--- src/rtl/icache_responder_pkg.sv ---
// Shared types for the instruction cache: CPU word type, address split,
// frame layout and controller states for the default 16-set geometry.
package cpu_types_pkg;
    typedef logic [31:0] word_t;
endpackage

package cache_types_pkg;
    import cpu_types_pkg::*;

    localparam int unsigned ICACHE_SETS  = 16;
    localparam int unsigned ICACHE_IDX_W = $clog2(ICACHE_SETS);
    localparam int unsigned ICACHE_TAG_W = 32 - ICACHE_IDX_W - 2;

    typedef struct packed {
        logic [ICACHE_TAG_W-1:0] tag;
        logic [ICACHE_IDX_W-1:0] idx;
        logic [1:0]              bytoff;
    } icachef_t;

    typedef struct packed {
        logic                    valid;
        logic [ICACHE_TAG_W-1:0] tag;
        word_t                   data;
    } icache_frame_t;

    typedef enum logic {
        IDLE = 1'b0,
        FILL = 1'b1
    } icache_state_t;
endpackage

--- src/rtl/icache_responder_frame_array.sv ---
// Frame storage for the instruction cache: one combinational read port,
// one write port and a clear-all that drops every valid bit.
// Only the valid bits are reset; tag and data storage is left uninitialised.
module icache_frame_array
    import cpu_types_pkg::*;
#(
    parameter int unsigned SETS  = 16,
    parameter int unsigned IDX_W = $clog2(SETS),
    parameter int unsigned TAG_W = 32 - IDX_W - 2
) (
    input  logic             clk_i,
    input  logic             rst_ni,
    input  logic             clear_i,
    input  logic [IDX_W-1:0] ridx_i,
    output logic             rvalid_o,
    output logic [TAG_W-1:0] rtag_o,
    output word_t            rdata_o,
    input  logic             we_i,
    input  logic [IDX_W-1:0] widx_i,
    input  logic [TAG_W-1:0] wtag_i,
    input  word_t            wdata_i
);

    logic [SETS-1:0]  valid_q;
    logic [TAG_W-1:0] tag_q  [SETS];
    word_t            data_q [SETS];

    // Valid bits: clear-all beats a simultaneous write
    always_ff @(posedge clk_i or negedge rst_ni) begin
        if (!rst_ni) begin
            valid_q <= '0;
        end else if (clear_i) begin
            valid_q <= '0;
        end else if (we_i) begin
            valid_q[widx_i] <= 1'b1;
        end
    end

    // Tag/data payload: written on fill, never reset
    always_ff @(posedge clk_i) begin
        if (we_i && !clear_i) begin
            tag_q[widx_i]  <= wtag_i;
            data_q[widx_i] <= wdata_i;
        end
    end

    // Combinational read of the indexed frame
    always_comb begin
        rvalid_o = valid_q[ridx_i];
        rtag_o   = tag_q[ridx_i];
        rdata_o  = data_q[ridx_i];
    end

endmodule

--- src/rtl/icache_responder.sv ---
// Direct-mapped, read-only, one-word-per-block instruction cache between
// the fetch stage and the memory arbiter. Hits answer combinationally in
// IDLE; misses latch the address and fill from memory in FILL.
// Optional feature: define ICACHE_STATS_EN to add hit_count/miss_count.
module icache_responder
    import cpu_types_pkg::*;
    import cache_types_pkg::*;
#(
    parameter int unsigned SETS = 16
) (
    input  logic        CLK,
    input  logic        nRST,
    input  logic        imemREN,
    input  word_t       imemaddr,
    output logic        ihit,
    output word_t       imemload,
    input  logic        flush,
    output logic        iREN,
    output word_t       iaddr,
    input  logic        iwait,
    input  word_t       iload
`ifdef ICACHE_STATS_EN
    ,
    output logic [31:0] hit_count,
    output logic [31:0] miss_count
`endif
);

    localparam int unsigned IDX_W = $clog2(SETS);
    localparam int unsigned TAG_W = 32 - IDX_W - 2;

    icache_state_t    state_q, state_d;
    logic [29:0]      miss_addr_q, miss_addr_d;

    logic [IDX_W-1:0] req_idx;
    logic [TAG_W-1:0] req_tag;
    logic             frame_valid;
    logic [TAG_W-1:0] frame_tag;
    word_t            frame_data;
    logic             hit;
    logic             fill_we;
    logic             unused_bytoff;

    assign req_idx       = imemaddr[IDX_W+1:2];
    assign req_tag       = imemaddr[31:IDX_W+2];
    assign unused_bytoff = ^imemaddr[1:0];

    icache_frame_array #(
        .SETS  (SETS),
        .IDX_W (IDX_W),
        .TAG_W (TAG_W)
    ) u_frames (
        .clk_i    (CLK),
        .rst_ni   (nRST),
        .clear_i  (flush),
        .ridx_i   (req_idx),
        .rvalid_o (frame_valid),
        .rtag_o   (frame_tag),
        .rdata_o  (frame_data),
        .we_i     (fill_we),
        .widx_i   (miss_addr_q[IDX_W-1:0]),
        .wtag_i   (miss_addr_q[29:IDX_W]),
        .wdata_i  (iload)
    );

    // Hit detection and fetch-side outputs
    always_comb begin
        hit      = imemREN && frame_valid && (frame_tag == req_tag) && (state_q == IDLE);
        ihit     = hit;
        imemload = frame_data;
    end

    // Next-state, miss latch and memory-side outputs
    always_comb begin
        state_d     = state_q;
        miss_addr_d = miss_addr_q;
        fill_we     = 1'b0;
        iREN        = 1'b0;
        iaddr       = {miss_addr_q, 2'b00};
        unique case (state_q)
            IDLE: begin
                if (imemREN && !hit && !flush) begin
                    miss_addr_d = imemaddr[31:2];
                    state_d     = FILL;
                end
            end
            FILL: begin
                iREN = 1'b1;
                // flush aborts the fill even when the data arrives this cycle
                if (flush) begin
                    state_d = IDLE;
                end else if (!iwait) begin
                    fill_we = 1'b1;
                    state_d = IDLE;
                end
            end
            default: state_d = IDLE;
        endcase
    end

    // Controller state and latched miss address
    always_ff @(posedge CLK or negedge nRST) begin
        if (!nRST) begin
            state_q     <= IDLE;
            miss_addr_q <= '0;
        end else begin
            state_q     <= state_d;
            miss_addr_q <= miss_addr_d;
        end
    end

`ifdef ICACHE_STATS_EN
    logic [31:0] hit_count_q, miss_count_q;

    // Hit and miss counters; wrap naturally, untouched by flush
    always_ff @(posedge CLK or negedge nRST) begin
        if (!nRST) begin
            hit_count_q  <= '0;
            miss_count_q <= '0;
        end else begin
            if (hit) begin
                hit_count_q <= hit_count_q + 32'd1;
            end
            if (state_q == IDLE && state_d == FILL) begin
                miss_count_q <= miss_count_q + 32'd1;
            end
        end
    end

    assign hit_count  = hit_count_q;
    assign miss_count = miss_count_q;
`endif

endmodule
--- config.mk ---
export PLATFORM = sky130hd
export DESIGN_NAME = icache_responder
export DESIGN_NICKNAME = d
export VERILOG_FILES = /design/src/rtl/icache_responder_pkg.sv /design/src/rtl/icache_responder_frame_array.sv /design/src/rtl/icache_responder.sv
export SDC_FILE = /design/constraint.sdc
export NUM_CORES = 1
export LEC_CHECK = 0
export CORE_UTILIZATION = 34
export CTS_BUF_LIST = sky130_fd_sc_hd__clkbuf_8
export DETAILED_ROUTE_END_ITERATION = 16
export PLACE_DENSITY = 0.5
export SLEW_MARGIN = 15
export SYNTH_ARGS = -nofsm -noshare
export SYNTH_HDL_FRONTEND = slang
export SYNTH_HIERARCHICAL = 1
export SYNTH_SLANG_ARGS = --single-unit
--- constraint.sdc ---
create_clock -name CLK -period 12.5 [get_ports CLK]
set_clock_uncertainty 0.2 [all_clocks]
set_input_delay 2.5 -clock CLK [delete_from_list [all_inputs] [get_ports CLK]]
set_output_delay 2.5 -clock CLK [all_outputs]
set_load 0.02 [all_outputs]
Word level (Yosys, flattened, before mapping)
Memories as Yosys holds them, arrays and structs flattened.
Cells that the tools add are included.
{ "totals": {"regBits": 47, "inputBits": 69, "output_inout_bits": 66, "memories": 2, "ramBits": 928} }
{ "classes": {"bitwise_logic": 2, "n_reduce_logical": 11, "n_eq_ne": 1, "mux": 16, "order_cmp": 3} }
{ "mem_list": {"columns": ["name", "words", "word_bits", "read_ports", "rd_clocked_by_memory_dff", "write_ports", "line", "source"], "rows": [
  ["u_frames.data_q", 16, 32, 1, 0, 1, "icache_responder_frame_array.sv:26", "word_t data_q [SETS];"],
  ["u_frames.tag_q", 16, 26, 1, 0, 1, "icache_responder_frame_array.sv:25", "logic [TAG_W-1:0] tag_q [SETS];"]
]} }
{ "op_table": {"columns": ["cell", "count"], "rows": [
  ["2-to-1 mux 16 bit", 2],
  ["equality test 26 bit", 1],
  ["bitwise OR 16 bit", 1],
  ["2-to-1 mux 1 bit", 11],
  ["less-than comparator 4 x 5 -> 1 bit, second input constant", 2],
  ["logical AND 1 bit", 7],
  ["binary-select mux 1 bit (select 4 bit)", 1],
  ["demux 1 bit (select 4 bit)", 1],
  ["greater-or-equal comparator 4 x 1 -> 1 bit, second input constant", 1],
  ["zero test 1 bit", 2],
  ["one-hot mux 1 bit (2 select lines)", 1],
  ["AND reduction 2 bit", 1],
  ["nonzero test 2 bit", 1],
  ["inverter 1 bit", 1]
]} }

Depth between registers and ports, before layout
{ "logic_depth": {"word_depth": 10, "ltp_mapped": 12} }

Hierarchy
The synthesis kept the hierarchy.
{ "by_module_without_submodules": {"columns": ["module", "area_per_inst_um2", "instances", "cells_per_inst"], "rows": [
  ["icache_frame_array", 35346.4, 1, 1484],
  ["icache_responder", 1547.7, 1, 118]
]} }

Worst setup path after synthesis
Ideal clock, no wire load.
{ "synth_timing": {"kind": "input to register", "startpoint": "in flush", "endpoint": "mem u_frames/data_q[0][0] in the netlist's numbering (enable)", "path_slack_ps": 4257, "arrival_ps": 7496, "path_buffers": 0, "path_stages": 3, "cell_sequence": "nor3b_1 -> or4b_2 -> nor3_1"} }
{ "synth_via": {"elab_chain_len": 5, "elab_cells_between_ends": 6, "cone_classes": "4 x mux; 2 x reduce/logical"} }
{ "synth_lines": {"columns": ["element", "line", "source"], "rows": [
  ["start, declared", "icache_responder.sv:17", "input logic flush,"],
  ["2-to-1 mux 1 bit", "icache_responder.sv:90", "if (flush) begin"],
  ["2-to-1 mux 1 bit", "icache_responder.sv:80", "unique case (state_q)"],
  ["logical AND 1 bit *", "icache_responder_frame_array.sv:41", "if (we_i && !clear_i) begin"],
  ["2-to-1 mux 1 bit *", "icache_responder_frame_array.sv:41", null],
  ["2-to-1 mux 1 bit (implied by the code) *", "icache_responder_frame_array.sv:43", "data_q[widx_i] <= wdata_i;"],
  ["end, declared", "icache_responder_frame_array.sv:26", null]
]} }
Every way passes the cells marked *; elsewhere a longest branch is shown, timed or not.

Final worst setup path
{ "layout_timing": {"startpoint": "in imemaddr[5]", "endpoint": "out ihit"} }
{ "layout_via": {"elab_cells_between_ends": 7, "cone_classes": "1 x eq/ne; 2 x mux; 3 x reduce/logical; 1 x memory"} }
{ "layout_lines": {"columns": ["element", "line", "source"], "rows": [
  ["start, declared", "icache_responder.sv:14", "input word_t imemaddr,"],
  ["memory read (16 x 26 bit)", null, null],
  ["named net frame_tag[13]", "icache_responder.sv:38", "logic [TAG_W-1:0] frame_tag;"],
  ["equality test 26 bit", "icache_responder.sv:68", "hit = imemREN && frame_valid && (frame_tag == req_tag) && (state_q == IDLE);"],
  ["logical AND 1 bit (2 in series)", "icache_responder.sv:68", null],
  ["end, declared", "icache_responder.sv:15", "output logic ihit,"]
]} }
The timed path passes the listed nets, and every way through them passes these cells. The select of a mux whose other input is x is not followed.

==> reports/qor.yml <==
detailed_routing:
  drtAntennaViolNets: 0
  wire_per_inst_um: 27.2
  drt_iter0_markers: 1586
  dr.pass1.iters: 5
  met2WireLength_mm: 42.8
  avgViaCountPerCell: 5.24
  met3WireLength_mm: 4.43
  via_count: 17800
  highest_layer: "met5"
  met1_length_mm: 43.3
  drt-total-wl_mm: 92.2
  drcViolationCount: 0
placed_design:
  placed_cells: 3095
  gp_congestion: 0.739
  dp_hpwl_mm: 46.6
  io_buffer_count: 130
  pre_cts_ws_ps: 3250
  post_dp_cell_area_um2: 40000
sta:
  rsz0062_at_grt: "false"
  postLayoutSetupSlackWorst_ps: 3280
  setup_violations: 0
  period_needed_ps: 9220
  fin_crit_sh_pct: 73.7
  clock.fmax_ghz: 0.108
  slew_viol_final: 0
  tightest_slew_ps: 1110
  slew_headroom_pct: 25.7
  hold_violations: 0
  timing.setup.tns_ps: 0
run:
  drv_cap: 0
synth:
  synthMuxAreaShare_pct: 15.3
  yosysWarnings: 6
  synth_top_family_by_area: "multiplexers"
  syn_area_um2: 36900
  synthTopCellsByArea: "edfxtp_1, mux4_2, dfrtp_1"
  synthCells: 1602
  synth_compound_area_share_pct: 2.76
  synth_top_area_share_pct: 75.5
  postSynthRegisterBits: 975
  synth-xor-area-share_pct: 0.617
  avgSynthCellArea_um2: 23.0
  synth_area_leader_cell: "edfxtp_1"
  synth_adder_area_share_pct: 0
  ys_seq_area_share_pct: 78.7
  synthSimpleGateAreaFrac_pct: 1.37
  yosysUniqueCellTypes: 32
clock_network:
  hold_buffers: 0
  htree_num_levels: 4
  worstSkewPairLatency_ps: 810
  cts_made_buffers: 162
  tritoncts: "built"
  clk_path_buf_depth: 3
  cts_sinks: 975
  clk_pin_slew_ps: 60
  cts_root_buffer: "clkbuf_8"
  ctsResizeCount: 0
  postCtsSetupBuffers: 0
critical_path:
  cp_max_fo: 35
  arrival_ps: 6520
  crit_chain: "clkdlybuf4s50_1 > nor2b_4 > buf_4 > buf_4 > a22oi_1 > nand2_1 > xor2_1 > nor4_1 > nand4_1 > nor2_1 > clkdlybuf4s50_1"
  r2r_cells: 9
  cp_slowest_cell: "clkdlybuf4s50_1"
  criticalPathCategory: "input port to output pin"
  required_ps: 9800
  slowest_delay_ps: 680
  startpoint_type: "input port"
  crit_path_end_kind: "output pin"
global_routing:
  track_usage_pct: 16.8
  grt_pass1_wl_mm: 132
  grt-ovfl-total: 0
  grt_pass1_vias: 18700
  antenna_found_initial: 4
  grt_max_degree: 90
die:
  die_h_um: 331
  dieArea_um2: 110000
  rows: 120
  start_util_pct: 34.4
  ioPinCount: 135
  design.core.area_um2: 107000
  dieWidth_um: 331
pwr:
  cellPowerDensity_nw_per_um2: 157
  vdd_drop_max_v: 0.0000764
  p_leak_uw: 0.0139
final_layout:
  finalNonFillerCells: 3391
  drive_gt1_share_pct: 26.8
  fin_util_pct: 40.1
  area_delta_synth_final_pct: 16.6
  fin_area_um2: 43000
  nets: 1925
run_status:
  status: "completed"
min_path:
  hold_depth: 1
  hp-class: "flop to flop"
==> cell usage in the layout (no fill, tap or decap), drive strengths merged <==
| cell | synthesis | final |
|---|---|---|
| edfxtp | 928 | 928 |
| mux4 | 236 | 236 |
| clkbuf | 44 | 170 |
| clkdlybuf4s50 | 0 | 127 |
| a22oi | 118 | 118 |
| inv | 3 | 69 |
| nand2 | 61 | 61 |
| clkinv | 0 | 51 |
| buf | 42 | 48 |
| dfrtp | 47 | 47 |
| mux2 | 30 | 30 |
| xor2 | 26 | 26 |
| nor2 | 14 | 14 |
| nor4 | 12 | 12 |
| a21o | 12 | 12 |
| nor3 | 6 | 6 |
| clkinvlp | 0 | 4 |
| nand4 | 3 | 3 |
| bufinv | 0 | 3 |
| o2bb2ai | 3 | 3 |
| diode | 0 | 2 |
| nand3b | 2 | 2 |
| nand3 | 2 | 2 |
| nor3b | 2 | 2 |
| conb | 1 | 2 |
| nor2b | 2 | 2 |
| nand2b | 2 | 2 |
| o21ai | 1 | 1 |
| and2 | 1 | 1 |
| nand4b | 1 | 1 |
| nand4bb | 1 | 1 |
| or4b | 1 | 1 |
| o32ai | 1 | 1 |
==> power breakdown <==
group          switching, uW  leakage (uW)  internal [uW]
logic                    232       0.00320            177
registers               90.6       0.00893           3670
clock network           1250       0.00173           1330
==> worst paths after layout <==
path,start,end,slack [ps]
worst max-delay path,imemaddr[5],ihit,3280
max in group asynchronous,nRST,u_frames/valid_q[2],9970
worst max register to register,u_frames/tag_q[11][24],miss_addr_q[2],8510
worst min register to register,u_frames/valid_q[8],u_frames/valid_q[8],280
min in group asynchronous,nRST,miss_addr_q[12],1630
worst min-delay path,u_frames/valid_q[8],u_frames/valid_q[8],280
==> sequential cells by signal, summed over array words and instances, names as in the netlist <==
| register | cells |
|---|---|
| miss_addr_q | 30 |
| u_frames/tag_q | 416 |
| state_q | 1 |
| u_frames/data_q | 512 |
| u_frames/valid_q | 16 |
==> critical path, delay by kind of cell <==
family	cells	cell delay (ps)
AOI/OAI and AO/OA	1	180
xor gates and xnor gates	1	110
buffers and inverters	4	2550
and+or+nand+nor	5	1140
==> synthesized netlist by cell type <==
master and number:
buf_2 31, edfxtp_1 928, nand2_1 61, a21o_1 12, conb_1 1, o2bb2ai_1 3
nand4bb_1 1, nor3_1 6, o32ai_1 1, o21ai_2 1, nor2_1 14, mux4_2 236
nand3b_1 2, xor2_1 26, nand4b_1 1, a22oi_1 118, nand4_1 3, mux2_1 3
buf_4 2, nor2b_1 2, or4b_2 1, mux2_2 27, nand3_1 2, inv_1 3
clkbuf_1 44, buf_6 8, nor3b_1 2, nor4_1 12, nand2b_1 2, dfrtp_1 47
and2_1 1, buf_1 1
==> through the flow <==
step	power, uW	hold slack (ps)
3_5_place_dp	4250	266
5_1_grt	7020	296
6_report	6760	280
4_1_cts	6860	279
3_3_place_gp	4240	258
2_1_floorplan	4020	248
==> cells by family (layout without fill, tap and decap cells) <==
| kind of cell | count (synthesis) | after routing |
|---|---|---|
| flip-flops | 975 | 975 |
| XOR/XNOR | 26 | 26 |
| AO/OA/AOI/OAI | 135 | 135 |
| other | 1 | 4 |
| AND/OR/NAND/NOR | 110 | 110 |
| multiplexers | 266 | 266 |
| buffers and inverters | 89 | 472 |
==> final cells by class <==
class / instances / area (um^2)
clock buffer: 170 / 2340
fill: 9536 / 64300
sequential: 975 / 29000
multi-input combinational: 539 / 7560
clock inverter: 124 / 648
inverter: 3 / 11.3
antenna: 2 / 5.00
timing repair buffer: 175 / 1660
tap: 1403 / 1760
==> layer usage <==
metal / track usage [%] / vias to the layer above
met5: 0 / -
met2: 25.7 / 469
li1: - / 7373
met1: 24.4 / 9784
met4: 4.89 / 6
met3: 3.17 / 129
Power figures use the tool's default switching activity.
==> patch 1, RTL diff (same settings) <==
`SETS` is set to 16 in 2 places; all go to 8.
--- a/src/rtl/icache_responder_frame_array.sv
+++ b/src/rtl/icache_responder_frame_array.sv
@@ -5,5 +5,5 @@
     import cpu_types_pkg::*;
 #(
-    parameter int unsigned SETS  = 16,
+    parameter int unsigned SETS  = 8,
     parameter int unsigned IDX_W = $clog2(SETS),
     parameter int unsigned TAG_W = 32 - IDX_W - 2
--- a/src/rtl/icache_responder.sv
+++ b/src/rtl/icache_responder.sv
@@ -7,5 +7,5 @@
     import cache_types_pkg::*;
 #(
-    parameter int unsigned SETS = 16
+    parameter int unsigned SETS = 8
 ) (
     input  logic        CLK,
Function: changed (a bounded check fails within 4 cycles, from zero or initial values and one cycle with nRST low).
==> patch 1 against the original RTL <==
  * Sequential cell count is 464 lower
  * Setup slack better by 10 ps
  * Via count is 49% lower
  * Power is 47% lower
  * Utilization is 0.70 points higher
  * Cell area is 45% lower
  * Area after synthesis is 46% lower
  * Sequential power is 47% lower
  * Non-clock buffer count is 27 lower
  * Routed wire length is 51% lower
==> patch 1: results (changes against the original RTL) <==
XOR/XNOR share of the synthesized area=1.19% (+0.57 points); GPL Wtd Cong=0.688 (-6.9%); number of global-route vias before repair=10.1k (-46%); first-pass GRT wire length=66900 um (-49%); post-synthesis mux area share=19.1% (+3.8 points); Port Buf Inserts=130 (unchanged); maximum vdd drop=0.0000840 V (+9.9%); H-tree depth=3 (-1); largest registers=u_frames/data_q: 256 flops, u_frames/tag_q: 216 flops, miss_addr_q: 30 flops; overall routing resource usage=15.6% (-1.2 points); DR pass1 iterations=5 (unchanged); clk root buf=clkbuf_8; Pleak=7.66 nW (-45%); number of flops mapped to enable cells by yosys=472 (-49%); wire length per cell=24.1 um (-11%); register area share after synthesis=76.3% (-2.4 points); antenna violations before repair=2 (-2); ys async rst share=7.63% (+2.8 points); Post CTS Setup Buffer Count=0 (unchanged); Synthesis Warnings=6 (unchanged); hpwl dp=23900 um (-49%); r2r setup slk=8600 ps (+90 ps); Fill cells=5227 (-45%); Synth cell types=31 (-3.1%); DRT iter0 DRCs=427 (-73%); top post-synthesis cells by area=edfxtp_1 (71%), mux4_2 (11%), mux2_2 (5.0%); status=complete, no violations; ys flop type=edfxtp_1; largest net degree at the start of global routing=71 (-21%); Max-slew headroom=29.2% (+3.5 points); Worst-Skew Late Latency=660 ps (-150 ps); layout cells sized above 1=29.4% (+2.6 points); Commonest cells post-synth=edfxtp_1 (472), mux4_2 (100), mux2_2 (88), dfrtp_1 (39), xor2_1 (25); CTS clk-pin slew, worst paths=60 ps (about the same); Nets=1112 (-42%); clk buf depth=3 (unchanged); CTS Buf Count=88 (-46%); Compound-Gate Fraction of Synth Area=0.359% (-2.4 points); data arrival time of the critical path=6510 ps (about the same); Post-CTS Resized=0 (unchanged); Ant. Diodes=0 (-2); crit path max fanout=62 (+77%); total number of vias=9143 (-49%); Hold Path Class=reg2reg
## patch 1: layer usage
metal	wire length [um]	part of all wire (%)	GRT usage (%)	up-vias
met5	29	0.064	0	-
li1	-	-	-	3986
met1	20200	45	20.9	4850
met4	725	1.6	4.06	4
met3	2770	6.1	4.91	69
met2	21600	48	24.5	234
## patch 1: cells by family after synthesis
logic type	count (synthesis)
multiplexers	210
flip-flops	511
other	1
XOR/XNOR	27
AND/OR/NAND/NOR	38
buffers and inverters	49
AO/OA/AOI/OAI	9
## patch 1: path summary, 6_finish.rpt
kind / start / to / cells past startpoint
setup reg to reg: u_frames/tag_q[3][24]$_DFFE_PP_ / miss_addr_q[5]$_DFFE_PN0P_ / 8
hold reg to reg: u_frames/valid_q[6]$_DFFE_PN0P_ / u_frames/valid_q[6]$_DFFE_PN0P_ / 2
max in group asynchronous: nRST / u_frames/valid_q[2]$_DFFE_PN0P_ / 2
setup / recovery: imemaddr[4] / ihit / 9
hold / removal: u_frames/valid_q[6]$_DFFE_PN0P_ / u_frames/valid_q[6]$_DFFE_PN0P_ / 2
min in group asynchronous: nRST / miss_addr_q[24]$_DFFE_PN0P_ / 2
## patch 1: metrics by stage
| step | std cells | setup slack [ps] | hold WS (ps) | cell area [um2] |
|---|---|---|---|---|
| after floorplan | 846 | 4990 | 301 | 19900 |
| after global placement | 1718 | 3220 | 318 | 22000 |
| after detailed placement | 1718 | 3170 | 316 | 22000 |
| after CTS | 1879 | 3160 | 326 | 23500 |
| after global routing | 1879 | 3090 | 354 | 23500 |
| final | 1879 | 3290 | 325 | 23500 |
## patch 1: final cells by class
cell class              instances  area share (%)
clock buffers                  92            5.38
inverters                       8           0.128
well taps                     765            4.07
clock inverters                69            1.26
multi-input cells             286            18.7
flip-flops and latches        511            64.4
repair buffers                148            6.08
## patch 1: where the power goes
| part | internal, mW | switching (mW) |
|---|---|---|
| Sequential | 1.93 | 0.0489 |
| Combinational | 0.135 | 0.145 |
| Clock | 0.683 | 0.663 |
| Total | 2.75 | 0.857 |
## patch 1: critical path: stages
cell and delay [ps]:
buf_4 750, buf_4 530, mux4_2 360, mux2_2 280, xor2_1 170, nor4_1 450, nand4_1 200, nor3_1 470
clkdlybuf4s50_1 700
==> patch 2, RTL diff (same flow settings) <==
Without the edit above. Take the reset off `miss_addr_q` and load it in a clocked block of its own.
--- a/src/rtl/icache_responder.sv
+++ b/src/rtl/icache_responder.sv
@@ -103,9 +103,11 @@
         if (!nRST) begin
             state_q     <= IDLE;
-            miss_addr_q <= '0;
         end else begin
             state_q     <= state_d;
-            miss_addr_q <= miss_addr_d;
         end
+    end
+
+    always_ff @(posedge CLK) begin
+        miss_addr_q <= miss_addr_d;
     end
 
Formal check against the unedited RTL: not equivalent (a bounded check fails within 4 cycles, from zero or initial values and one cycle with nRST low).
==> patch 2 against the original RTL <==
  * Sequential cell count did not move
  * Register-to-register slack improved by 60 ps
  * Global-route usage down 0.13 points
  * Cell area decreased by 0.81%
  * Setup slack worse by 360 ps
  * Via count decreased by 3.2%
  * Area after synthesis is 0.72% lower
  * Critical path depth down 1
  * Routed wire length is 3.3% lower
  * Power fell by 3.9%
  * Critical path type unchanged
  * Largest power group unchanged
==> patch 2: results (changes against the original RTL) <==
synthesized area per cell=23.5 um2 (+2.0%); Post-CTS Resized=0 (unchanged); Max-slew headroom=19.5% (-6.2 points); antenna violations before repair=6 (+2); DRT iter0 DRCs=1322 (-17%); Hold Path Class=reg2reg; Post-Place Cells=3048 (-1.5%); final wirelength=89200 um (-3.3%); post-synthesis mux area share=14.5% (-0.81 points); number of global-route vias before repair=18.3k (-2.2%); clk root buf=clkbuf_8; overall routing resource usage=16.7% (-0.13 points); CTS clk-pin slew, worst paths=60 ps (about the same); crit path max fanout=23 (-34%); CTS Buf Count=162 (unchanged); H-tree depth=4 (unchanged); Post-Synth Adder-Cell Area=0% (unchanged); GPL Wtd Cong=0.706 (-4.4%); largest registers=u_frames/data_q: 512 flops, u_frames/tag_q: 416 flops, miss_addr_q: 30 flops; data arrival time of the critical path=6880 ps (+360 ps); Synthesis Warnings=6 (unchanged); Pleak=13.6 nW (-2.2%); top post-synthesis cells by area=edfxtp_1 (79%), mux4_2 (15%), a22oi_1 (2.4%); Port Buf Inserts=130 (unchanged); number of flops mapped to enable cells by yosys=958 (+3.2%); CP Class=in2out; XOR/XNOR share of the synthesized area=0.622% (+0.0045 points); Placement Cell Area=39700 um2 (-0.70%); DR pass1 iterations=5 (unchanged); largest net degree at the start of global routing=107 (+19%); wire length per cell=26.8 um (-1.6%); Worst-Skew Late Latency=800 ps; Post CTS Setup Buffer Count=0 (unchanged); Compound-Gate Fraction of Synth Area=2.77% (+0.0098 points); clk buf depth=3 (unchanged); vias per cell=5.16 (-1.6%); ys async rst share=1.74% (-3.1 points); hpwl dp=44200 um (-5.0%); Commonest cells post-synth=edfxtp_1 (958), mux4_2 (236), a22oi_1 (118), nand2_1 (61), clkbuf_1 (44); Nets=1878 (-2.4%); Synth cell types=32 (unchanged); maximum vdd drop=0.0000597 V (-22%); first-pass GRT wire length=128000 um (-2.7%); layout cells sized above 1=25.7% (-1.2 points); status=complete, no violations; register area share after synthesis=79.7% (+0.98 points)
-- patch 2: cell type report --
cell class | instances | area [um2]
Tap cell | 1403 | 1760
Clock inverter | 115 | 606
Fill cell | 9518 | 64200
Clock buffer | 168 | 2310
Antenna cell | 2 | 5.00
Sequential cell | 975 | 29200
Multi-Input combinational cell | 499 | 7180
Inverter | 3 | 11.3
Timing Repair Buffer | 168 | 1610
-- patch 2: power by group --
part	internal [mW]	switching (mW)	total, mW
clock	1.34	1.23	2.57
sequential	3.60	0.0178	3.61
combinational	0.135	0.180	0.315
-- patch 2: critical path: stages --
cell and delay (ps):
clkdlybuf4s50_1 680, nor2b_4 1030, buf_4 400, a22oi_1 110, nand2_1 110, xor2_1 90, nor4_1 720, nand4_1 240
nor4_4 290, clkdlybuf4s50_1 680
-- patch 2: through the flow --
stage | util, % | setup slack, ps | total power [mW]
final | 39.9 | 2920 | 6.49
after global routing | 39.9 | 2640 | 6.74
after CTS | 39.9 | 2750 | 6.59
after detailed placement | 37.2 | 2750 | 4.00
after global placement | 37.2 | 2710 | 4.00
after floorplan | - | 4260 | 3.85
-- patch 2: logic make-up (layout without fill, tap and decap cells) --
| group | Yosys count | count (layout) |
|---|---|---|
| AND/OR/NAND/NOR | 100 | 100 |
| other | 1 | 4 |
| buffers and inverters | 86 | 454 |
| flip-flops | 975 | 975 |
| multiplexers | 236 | 236 |
| XOR/XNOR | 26 | 26 |
| AO/OA/AOI/OAI | 135 | 135 |
-- patch 2: metal layers --
layer,vias up,track usage (%),wire [um]
met1,9362,23.2,39600
li1,7188,-,-
met2,495,26.2,42500
met4,10,4.41,1400
met3,130,3.99,5590
met5,-,0,71
-- patch 2: worst paths after layout --
path	start	endpoint	slack (ps)	cells past startpoint
worst min-delay path	u_frames/valid_q[14]$_DFFE_PN0P_	u_frames/valid_q[14]$_DFFE_PN0P_	280	1
worst max-delay path	imemaddr[4]	ihit	2920	10
max in group asynchronous	nRST	u_frames/valid_q[10]$_DFFE_PN0P_	9600	1
worst max register to register	state_q$_DFF_PN0_	u_frames/data_q[4][17]$_DFFE_PP_	8570	4
worst min register to register	u_frames/valid_q[14]$_DFFE_PN0P_	u_frames/valid_q[14]$_DFFE_PN0P_	280	1
min in group asynchronous	nRST	u_frames/valid_q[2]$_DFFE_PN0P_	1980	1
